## src/rtl/bfp_shifter.sv

```systemverilog
// rtl/bfp_shifter.sv - block-floating-point normalizer: per-stage rounding right shift and block exponent
// One common shift is latched at each stage boundary and applied, rounded half toward +inf, to every sample.
module bfp_shifter #(
   parameter int FFT_DW    = 16,
   parameter int FFT_BFPDW = 5,
   parameter int FFT_TGTBW = 15,
   parameter int FFT_EXPDW = 8
) (
   input  logic                 clk,
   input  logic                 rst,
   input  logic                 clr_exp,
   input  logic                 bfp_load,
   input  logic [FFT_BFPDW-1:0] max_bw,
   input  logic                 din_valid,
   input  logic [FFT_DW-1:0]    din_re,
   input  logic [FFT_DW-1:0]    din_im,
   output logic                 dout_valid,
   output logic [FFT_DW-1:0]    dout_re,
   output logic [FFT_DW-1:0]    dout_im,
   output logic [FFT_BFPDW-1:0] shift,
   output logic [FFT_EXPDW-1:0] bfp_exp
);
   localparam int SUMW = ((FFT_EXPDW > FFT_BFPDW) ? FFT_EXPDW : FFT_BFPDW) + 1;
   localparam logic [SUMW-1:0]   EXP_MAX = SUMW'((1 << FFT_EXPDW) - 1);
   localparam logic [FFT_DW-1:0] POS_MAX = {1'b0, {(FFT_DW-1){1'b1}}};

   logic [31:0]          excess;
   logic [FFT_BFPDW-1:0] s_new;
   logic [SUMW-1:0]      exp_base;
   logic [SUMW-1:0]      exp_sum;

   logic                 s1_valid;
   logic [FFT_DW-1:0]    s1_q_re;
   logic [FFT_DW-1:0]    s1_q_im;
   logic                 s1_rb_re;
   logic                 s1_rb_im;

   // Bit just below the retained LSB; a zero shift has no discarded bits.
   function automatic logic round_bit(input logic [FFT_DW-1:0] d, input logic [FFT_BFPDW-1:0] s);
      return (s != '0) && (((d >> (s - 1'b1)) & FFT_DW'(1)) != '0);
   endfunction

   always_comb begin
      excess = 32'd0;
      if (32'(max_bw) > 32'(FFT_TGTBW)) begin
         excess = 32'(max_bw) - 32'(FFT_TGTBW);
      end
      if (excess > 32'(FFT_DW - 1)) begin
         excess = 32'(FFT_DW - 1);
      end
      s_new    = FFT_BFPDW'(excess);
      exp_base = clr_exp ? '0 : SUMW'(bfp_exp);
      exp_sum  = exp_base + SUMW'(s_new);
   end

   // A load in the same cycle as a clear starts the new frame with this stage's shift.
   always_ff @(posedge clk or negedge rst) begin
      if (!rst) begin
         shift   <= '0;
         bfp_exp <= '0;
      end else if (bfp_load) begin
         shift   <= s_new;
         bfp_exp <= (exp_sum > EXP_MAX) ? EXP_MAX[FFT_EXPDW-1:0] : exp_sum[FFT_EXPDW-1:0];
      end else if (clr_exp) begin
         shift   <= '0;
         bfp_exp <= '0;
      end
   end

   always_ff @(posedge clk or negedge rst) begin
      if (!rst) begin
         s1_valid <= 1'b0;
         s1_q_re  <= '0;
         s1_q_im  <= '0;
         s1_rb_re <= 1'b0;
         s1_rb_im <= 1'b0;
      end else begin
         s1_valid <= din_valid;
         if (din_valid) begin
            s1_q_re  <= $signed(din_re) >>> shift;
            s1_q_im  <= $signed(din_im) >>> shift;
            s1_rb_re <= round_bit(din_re, shift);
            s1_rb_im <= round_bit(din_im, shift);
         end
      end
   end

   always_ff @(posedge clk or negedge rst) begin
      if (!rst) begin
         dout_valid <= 1'b0;
         dout_re    <= '0;
         dout_im    <= '0;
      end else begin
         dout_valid <= s1_valid;
         if (s1_valid) begin
            dout_re <= s1_q_re + FFT_DW'(s1_rb_re);
            dout_im <= s1_q_im + FFT_DW'(s1_rb_im);
         end
      end
   end

   // With s>=1 the quotient never reaches the positive maximum, so the round-up cannot wrap.
   always @(posedge clk) begin
      if (rst && s1_valid) begin
         assert (!(s1_rb_re && (s1_q_re == POS_MAX)));
         assert (!(s1_rb_im && (s1_q_im == POS_MAX)));
      end
   end

endmodule

```

## config.mk

```make
export PLATFORM = sky130hd
export DESIGN_NAME = bfp_shifter
export DESIGN_NICKNAME = d
export VERILOG_FILES = /design/src/rtl/bfp_shifter.sv
export SDC_FILE = /design/constraint.sdc
export NUM_CORES = 1
export LEC_CHECK = 0
export CAP_MARGIN = 25
export CORE_ASPECT_RATIO = 1.25
export CORE_UTILIZATION = 45
export DETAILED_ROUTE_END_ITERATION = 6
export PLACE_DENSITY = 0.68
export SLEW_MARGIN = 40
export SYNTH_ARGS = -nofsm -noshare
export SYNTH_HDL_FRONTEND = slang
export SYNTH_SLANG_ARGS = --single-unit
```

## constraint.sdc

```tcl
create_clock -name clk -period 3.9 [get_ports clk]
set_clock_uncertainty 0.15 [all_clocks]
set_input_delay 0.585 -clock clk [delete_from_list [all_inputs] [get_ports clk]]
set_output_delay 0.585 -clock clk [all_outputs]
set_load 0.03 [all_outputs]
```

-- Yosys cells after proc, flatten, opt, wreduce, memory -nomap -nowiden
Index checks and enable logic that the tools add are counted.
- flip-flop bits (word level): 81
- output and inout bits: 46
- logic and storage cells: 34
- $add $sub $neg: 5
- magnitude comparators: 3
- shift-type cells: 4
- mux-type cells: 8
- reductions and logical operators: 4
- operator list (kind ; number):
    16-bit by 1-bit adder with 16-bit output ; 2
    32-bit by 4-bit greater-than comparator with 1-bit output (second input constant) ; 1
    32-bit two-way mux ; 1
    8-bit two-way mux ; 4
    16-bit by 5-bit >> shifter with 1-bit output ; 2
    16-bit by 5-bit >>> shifter with 16-bit output ; 2
    5-bit two-way mux ; 3
    8-bit by 5-bit adder with 9-bit output ; 1
    9-bit by 8-bit greater-than comparator with 1-bit output (second input constant) ; 1
    5-bit by 4-bit subtractor with 6-bit output (second input constant) ; 1
    5-bit by 4-bit greater-than comparator with 1-bit output (second input constant) ; 1
    5-bit nonzero test ; 1
    5-bit by 1-bit subtractor with 5-bit output (second input constant) ; 1
    1-bit logical AND ; 2
    2-bit nonzero test ; 1

-- Depth between registers and ports, before layout
- depth after elaboration: 8
- depth in mapped cells: 14

-- Least setup slack after synthesis
OpenSTA, ideal clock, no wires.
- kind: input to register
- from: in max_bw[0]
- to: reg bfp_exp[5]
- library setup time: 130 ps
- data arrival time: 3207 ps
- required time: 3620 ps
- path slack: 413 ps
- stages: 12
- buffers on the path: 0
- cells stage by stage: ha_1 > and3_2 > ha_1 > or3b_1 > mux2i_2 > nor2_1 > ha_1 > and2_1 > a2111oi_0 > a221o_1 > o31ai_1 > a21boi_1
- longest elaborated chain between the ends: 8
- RTL lines (item ; RTL line ; source):
    from (decl) ; 13 ; input logic [FFT_BFPDW-1:0] max_bw,
    5-bit by 4-bit subtractor with 6-bit output or 5-bit by 4-bit greater-than comparator with 1-bit output (tied branches) ; 46, 45 ;
    32-bit two-way mux * ; 45 ; if (32'(max_bw) > 32'(FFT_TGTBW)) begin
    32-bit by 4-bit greater-than comparator with 1-bit output ; 48 ; if (excess > 32'(FFT_DW - 1)) begin
    5-bit two-way mux * ; 48 ;
    8-bit by 5-bit adder with 9-bit output * ; 53 ; exp_sum = exp_base + SUMW'(s_new);
    9-bit by 8-bit greater-than comparator with 1-bit output ; 63 ; bfp_exp <= (exp_sum > EXP_MAX) ? EXP_MAX[FFT_EXPDW-1:0] : exp_sum[FFT_EXPDW-1:0];
    8-bit two-way mux * ; 63 ;
    8-bit two-way mux * ; 61 ; end else if (bfp_load) begin
    to (signal assigned) ; 63 ;
    to (decl) ; 21 ; output logic [FFT_EXPDW-1:0] bfp_exp
Mark *: on every way between the ends. The rest lies on a longest branch, timed or not.
A chain may end at the register's enable or synchronous reset.

-- Worst setup path after layout
- from: in max_bw[0]
- to: reg bfp_exp[7]
The elaborated chain is that of the path after synthesis.

==> key figures <==
Run status
  • Status: finished, final reports clean

Clock network
  • CTS Buffer Depth: 2
  • CTS resizes: 0
  • CTS buffer count: 9
  • TritonCTS clock tree: yes
  • Root Buffer Master: clkbuf_16
  • Worst skew pair latency: 0.34 ns
  • CTS sink count: a little over 80
  • Hold buffer count at cts: 0
  • Post-CTS setup buffer count: 0
  • H-Tree Depth: 3
  • Clock transition at path regs: ~0.060 ns

Synth
  • Yosys warns: 0
  • Cells after Synth: 592
  • Largest cells by area after synthesis: dfrtp_1, mux4_2, a21oi_1
  • Mapped cell area: 0.00574 mm²
  • Async SR Flop Fraction: 1.00
  • Synth Area in Simple Gates: 0.154
  • Avg Cell Area, Syn: 9.70 µm²
  • Post-synthesis xor/xnor area fraction: 0.0534
  • Area share of the largest cell type after synthesis: 0.353
  • Post-Synth Adder-Cell Area: 0.0296
  • Post-synthesis sequential area ratio: 0.353
  • Area leader, netlist: dfrtp_1
  • Mux cell area share after synthesis: 0.219
  • Number of synthesized flops with an enable pin: 0
  • Main combinational cell family by area after synthesis: multiplexers
  • Yosys cell types: between 60 and 70
  • Post-Syn Nets: 647
  • Top FF cell, synth: dfrtp_1
  • Compound-Gate Fraction of Synth Area: 0.144
  • #FFs+latches synth: 81

Power and ir drop
  • Static Leak: between 2 and 3 nW
  • Power share of the clock group: 0.278
  • Logic pwr share: 0.372
  • Pint: about 0.0021 W
  • Flop pwr share: 0.350
  • Sw Ratio: 0.344
  • Maximum vdd drop: 0.245 mV
  • PwrDens: about 460 mW/mm²
  • Psw: 0.00112 W

Critical path
  • Critical Path Source: max_bw[0]
  • Top delay family on crit path: simple AND/OR/NAND/NOR gates
  • FF-to-FF path depth: 5
  • Worst path depth: 13
  • Crit-path max FO: 4
  • CP Capture Type: register
  • CP required: 3.96 ns
  • Max incr delay on CP: 0.47 ns
  • Critical path type: input pin to register
  • Crit Reg-Reg Startpoint: shift[0]
  • Slowest library cell on the worst path: a2111oi_0
  • CP arrival: roughly 3.8 ns
  • Most common cell on crit path: ha_1
  • Crit path launch type: input pin
  • Crit path buf inv count: 1
  • Worst-path cell chain: clkdlybuf4s50_1 > ha_1 > and3_2 > ha_1 > or3b_1 > mux2i_2 > nor2_1 > ha_1 > and2_1 > a2111oi_0 > a221o_1 > or4_1 > nand3_1

Global routing
  • Largest net degree at the start of global routing: 82
  • GRT Total Usage: 0.224
  • Initial antenna violation count: 0
  • Global-route wire length before repair: 23,300 µm
  • Global route overflow: 0
  • Number of global-route vias before repair: approximately 4,600

STA
  • Period utilization: 0.960
  • Tmin final: 3.74 ns
  • Slew Limit Fails: 0
  • Setup TNS: 0 ns
  • Final setup viols: 0
  • Fin. Hold Viols: 0
  • Least-Margin Pin Slew: approximately 0.81 ns
  • Unrepaired setup endpoints after global routing: false
  • Upper clock frequency limit: 0.267 GHz
  • Slew margin rel.: 0.460

Route
  • Via density: approximately 5.7
  • Pre-antenna DRT Iters: 6
  • DRT iter0 DRCs: 263
  • WL/cell: 16.4 µm
  • Total Routed Length: 13,700 µm
  • Detailed-route DRC error count: 0
  • Remaining antenna violation count after routing: 0
  • Routed vias: about 4,800

Run
  • Max Cap Viol: 0

Worst hold path
  • Hold Path Class: input pin to asynchronous set/reset pin

Layout
  • Most frequent cells in the layout: clkdlybuf4s50_1, dfrtp_1, nor2_1
  • Post-route cell area: 0.00711 mm²
  • Final core utilization: 0.579
  • Number of diodes: 0
  • Commonest non-fill, non-tap cell in the layout: clkdlybuf4s50_1
  • Area growth syn-to-layout: 23.8%
  • Final nets: ~720
  • Filler cells: 1,102
  • Layout cells sized above 1: 0.147

Floorplan
  • I/O pin cnt: 88
  • Starting Density: 0.468
  • Full die area: 0.0132 mm²
  • Row cnt: 45
  • Chip height: 128 µm
  • Total core area: 0.0123 mm²
  • Die X-Extent: a little over 100 µm

Placement
  • RePlAce Congestion: between 0.8 and 0.9
  • Port Buffers: 87
  • Post-DP HPWL: 10,200 µm
  • Post-DP Area: 0.00679 mm²
[synth_stat cells (3+ instances only)]
cell and instances:
nand2b_1 7, o21a_1 3, o22ai_1 4, mux2i_1 21
xnor2_1 20, o211ai_1 5, buf_1 3, buf_2 10
and3_1 5, mux2_2 20, dfrtp_1 81, ha_1 12
and2_1 6, a31oi_1 10, xor2_1 15, inv_1 19
mux4_2 35, nor2b_1 11, o21ai_1 5, nor2_1 76
nand3_1 13, o221ai_1 3, o31ai_1 3, a21oi_1 65
o21ai_0 13, clkbuf_1 27, a21o_1 4, nand2_1 34
nor3_1 6, nor4_1 3, and4_1 3, nand4_1 7
[worst paths after layout]
check	to	slack (ns)
min reg2reg	dout_re[0]	0.36
max reg2reg	s1_q_im[9]	1.16
max in group asynchronous	shift[0]	2.99
max	bfp_exp[7]	0.16
min	dout_im[10]	0.12
min in group clk	dout_re[0]	0.36
[flip-flops by register name (all words and copies together) (netlist names)]
register	cells
bfp_exp	8
dout_im	16
dout_re	16
dout_valid	1
s1_q_im	16
s1_q_re	16
s1_rb_im	1
s1_rb_re	1
s1_valid	1
shift	5
[logic make-up after synthesis]
kind of cell    Yosys count
other cells               1
simple gates            184
xor+xnor                 35
buf+inv                  63
mux                      79
compound gates          136
fa+ha+maj                13
flops                    81
[per-stage QoR]
stage | instances | setup slack [ns] | power [W] | hold WS (ns)
finish | 836 | 0.155 | 0.00325 | 0.123
global route | 836 | 0.0529 | 0.00344 | 0.194
CTS | 836 | 0.231 | 0.00327 | 0.167
detailed placement | 820 | -0.118 | 0.00236 | 0.347
global placement | 820 | 0.0394 | 0.00234 | 0.339
floorplan | 592 | 0.413 | 0.00192 | 0.139
[final cells by class]
class,instances,area [µm²],area share
clock inverter,6,90.1,0.0127
inverter,20,75.1,0.0106
sequential,81,2030,0.285
clock buffer,10,229,0.0322
multi-input combinational,448,3460,0.486
tap,164,205,0.0289
timing repair buffer,107,1020,0.144
[per-layer routing]
metal,global-route usage,vias to the layer above,part of all wire
li1,-,2320,-
met1,0.329,2327,0.48
met2,0.344,109,0.47
met3,0.0305,15,0.037
met4,0.0605,0,0.012
met5,0,-,0
[power groups by stage]
stage / logic, W / registers, W / clock network, W
6_report: 0.00121 / 0.00114 / 0.000904
2_1_floorplan: 0.000617 / 0.00131 / 0
3_5_place_dp: 0.00121 / 0.00115 / 0
3_3_place_gp: 0.00119 / 0.00115 / 0
4_1_cts: 0.00121 / 0.00114 / 0.000920
5_1_grt: 0.00132 / 0.00116 / 0.000959
[worst reg2reg max path, cell delays in order (launching register included)]
cell and delay [ns]:
dfrtp_2 0.53, buf_4 0.50, mux4_2 0.60, nor2b_1 0.15, a2111oi_0 0.57, o31ai_1 0.12
No activity file was read; power rests on OpenSTA's default activity.
==> variant (config.mk and constraints unchanged) <==
Make the reset (`rst`) synchronous in 3 clocked blocks.
--- a/src/rtl/bfp_shifter.sv
+++ b/src/rtl/bfp_shifter.sv
@@ -56,3 +56,3 @@
    // A load in the same cycle as a clear starts the new frame with this stage's shift.
-   always_ff @(posedge clk or negedge rst) begin
+   always_ff @(posedge clk) begin
       if (!rst) begin
@@ -69,3 +69,3 @@
 
-   always_ff @(posedge clk or negedge rst) begin
+   always_ff @(posedge clk) begin
       if (!rst) begin
@@ -87,3 +87,3 @@
 
-   always_ff @(posedge clk or negedge rst) begin
+   always_ff @(posedge clk) begin
       if (!rst) begin
Function: differs if rst is asserted again (counterexample within 4 cycles, from zero or initial values and one cycle with rst low); with rst held inactive, the same outputs for 10 cycles.
==> variant against the original RTL <==
- cell area fell by 4.3%
- routed wire length rose by 0.18%
- sequential cell count did not move
- area after synthesis fell by 4.5%
- sequential share of layout area fell by 4.6 points
- setup slack improved by 0.031 ns
- power fell by 27%
- combinational power fell by 48%
- critical path type unchanged
==> variant: results (changes against the original RTL) <==
- The total area of multi-input combinational cells came to 3630 um2 (+4.9%).
* Leakage power summed over all cells: 2.52 nW (-10%)
- Number of multi-input combinational cells in the layout: 466 (+4.0%)
- Area fraction of clock buffers and clock inverters: 4.17% (-0.32 points)
- The buffering overhead came to 14.9% (+0.51 points).
- The tightest min-delay check is of the flip-flop to flip-flop type.
* Cells taking the most area after synthesis: sky130_fd_sc_hd__dfxtp_1, sky130_fd_sc_hd__mux4_2, sky130_fd_sc_hd__mux2i_1, sky130_fd_sc_hd__nor2_1, sky130_fd_sc_hd__a21oi_1
- The share of cells above drive strength 1 is 12.3% (-2.5 points).
- The total track usage came to 22.5% (+0.16 points).
* Vias in the first global route: 4,657 (+1.2%)
- Number of clock buffer instances in the layout: 13 (+3)
- The share of the yosys chip area belonging to registers came to 29.6% (-5.7 points).
- In this run the critical register-to-register path is captured at bfp_exp[7].
- Worst-case headroom to the max-slew limit: 53.3% (+7.3 points)
- Total nets after synthesis: 659 (+1.9%)
* Half-perimeter wire length after placement: 10.3 mm (+0.58%)
- In the synthesized netlist, the cells that appear most often are sky130_fd_sc_hd__dfxtp_1, sky130_fd_sc_hd__nor2_1, sky130_fd_sc_hd__a21oi_1.
- Maximum number of pins on one net before global-route repair: 62 (-24%)
- The met1 demand-to-capacity share in global routing came to 31.8% (-1.2 points).
- Met2 GRT Util: 35.5% (+1.1 points)
* Global routing met3 resource utilization: 2.96% (-0.091 points)
* Depth of the worst register-to-register path: 9 (+4)
* Detailed Route WL: 13.8 mm (+0.18%)
- The number of non-clock inverters in the layout is 14 (-30%).
* Run status: finished clean
- Adder and majority cell fraction of the synthesized area: 3.10% (+0.14 points)
- Routed via count divided by cell count: 5.75 (+0.80%)
- The number of distinct library cells after synthesis is 59 (-6.3%).
* Complex-gate fraction of the synthesized area: 17.8% (+3.4 points)
- Xor/xnor cell area share of the yosys netlist: 5.43% (+0.090 points)
- The most used flip-flop cell after synthesis is sky130_fd_sc_hd__dfxtp_1.
==> variant: layer usage <==
metal	routed length [um]	up-vias	share of wire, %
met1	6420	2293	47
met3	588	17	4.3
met2	6530	156	47
li1	-	2395	-
met4	218	0	1.6
met5	0	-	0
==> variant: power by group through the flow <==
stage	clock network, mW	registers [mW]	logic [mW]
6_report	0.795	0.951	0.627
5_1_grt	0.844	0.961	0.682
4_1_cts	0.807	0.951	0.625
3_5_place_dp	0	0.968	0.621
3_3_place_gp	0	0.966	0.614
2_1_floorplan	0	1.00	0.374
==> variant: metrics by stage <==
| step | instances | total power, mW | hold WS [ns] | instance area (um2) | setup slack, ns |
|---|---|---|---|---|---|
| 2_1_floorplan | 604 | 1.37 | 0.296 | 5490 | 0.534 |
| 5_1_grt | 845 | 2.49 | 0.353 | 6810 | 0.0201 |
| 4_1_cts | 845 | 2.38 | 0.338 | 6800 | 0.116 |
| 6_report | 845 | 2.37 | 0.333 | 6810 | 0.186 |
| 3_3_place_gp | 829 | 1.58 | 0.322 | 6510 | 0.0351 |
| 3_5_place_dp | 829 | 1.59 | 0.330 | 6510 | -0.137 |
==> variant: critical path, stage by stage <==
cell	delay [ns]
sky130_fd_sc_hd__clkdlybuf4s50_1	0.42
sky130_fd_sc_hd__ha_1	0.21
sky130_fd_sc_hd__and3_1	0.18
sky130_fd_sc_hd__ha_1	0.32
sky130_fd_sc_hd__or3b_1	0.40
sky130_fd_sc_hd__mux2i_4	0.17
sky130_fd_sc_hd__nor2_1	0.08
sky130_fd_sc_hd__ha_1	0.20
sky130_fd_sc_hd__and2_1	0.17
sky130_fd_sc_hd__a2111oi_1	0.37
sky130_fd_sc_hd__a221oi_1	0.15
sky130_fd_sc_hd__and2_1	0.20
sky130_fd_sc_hd__a311oi_1	0.32
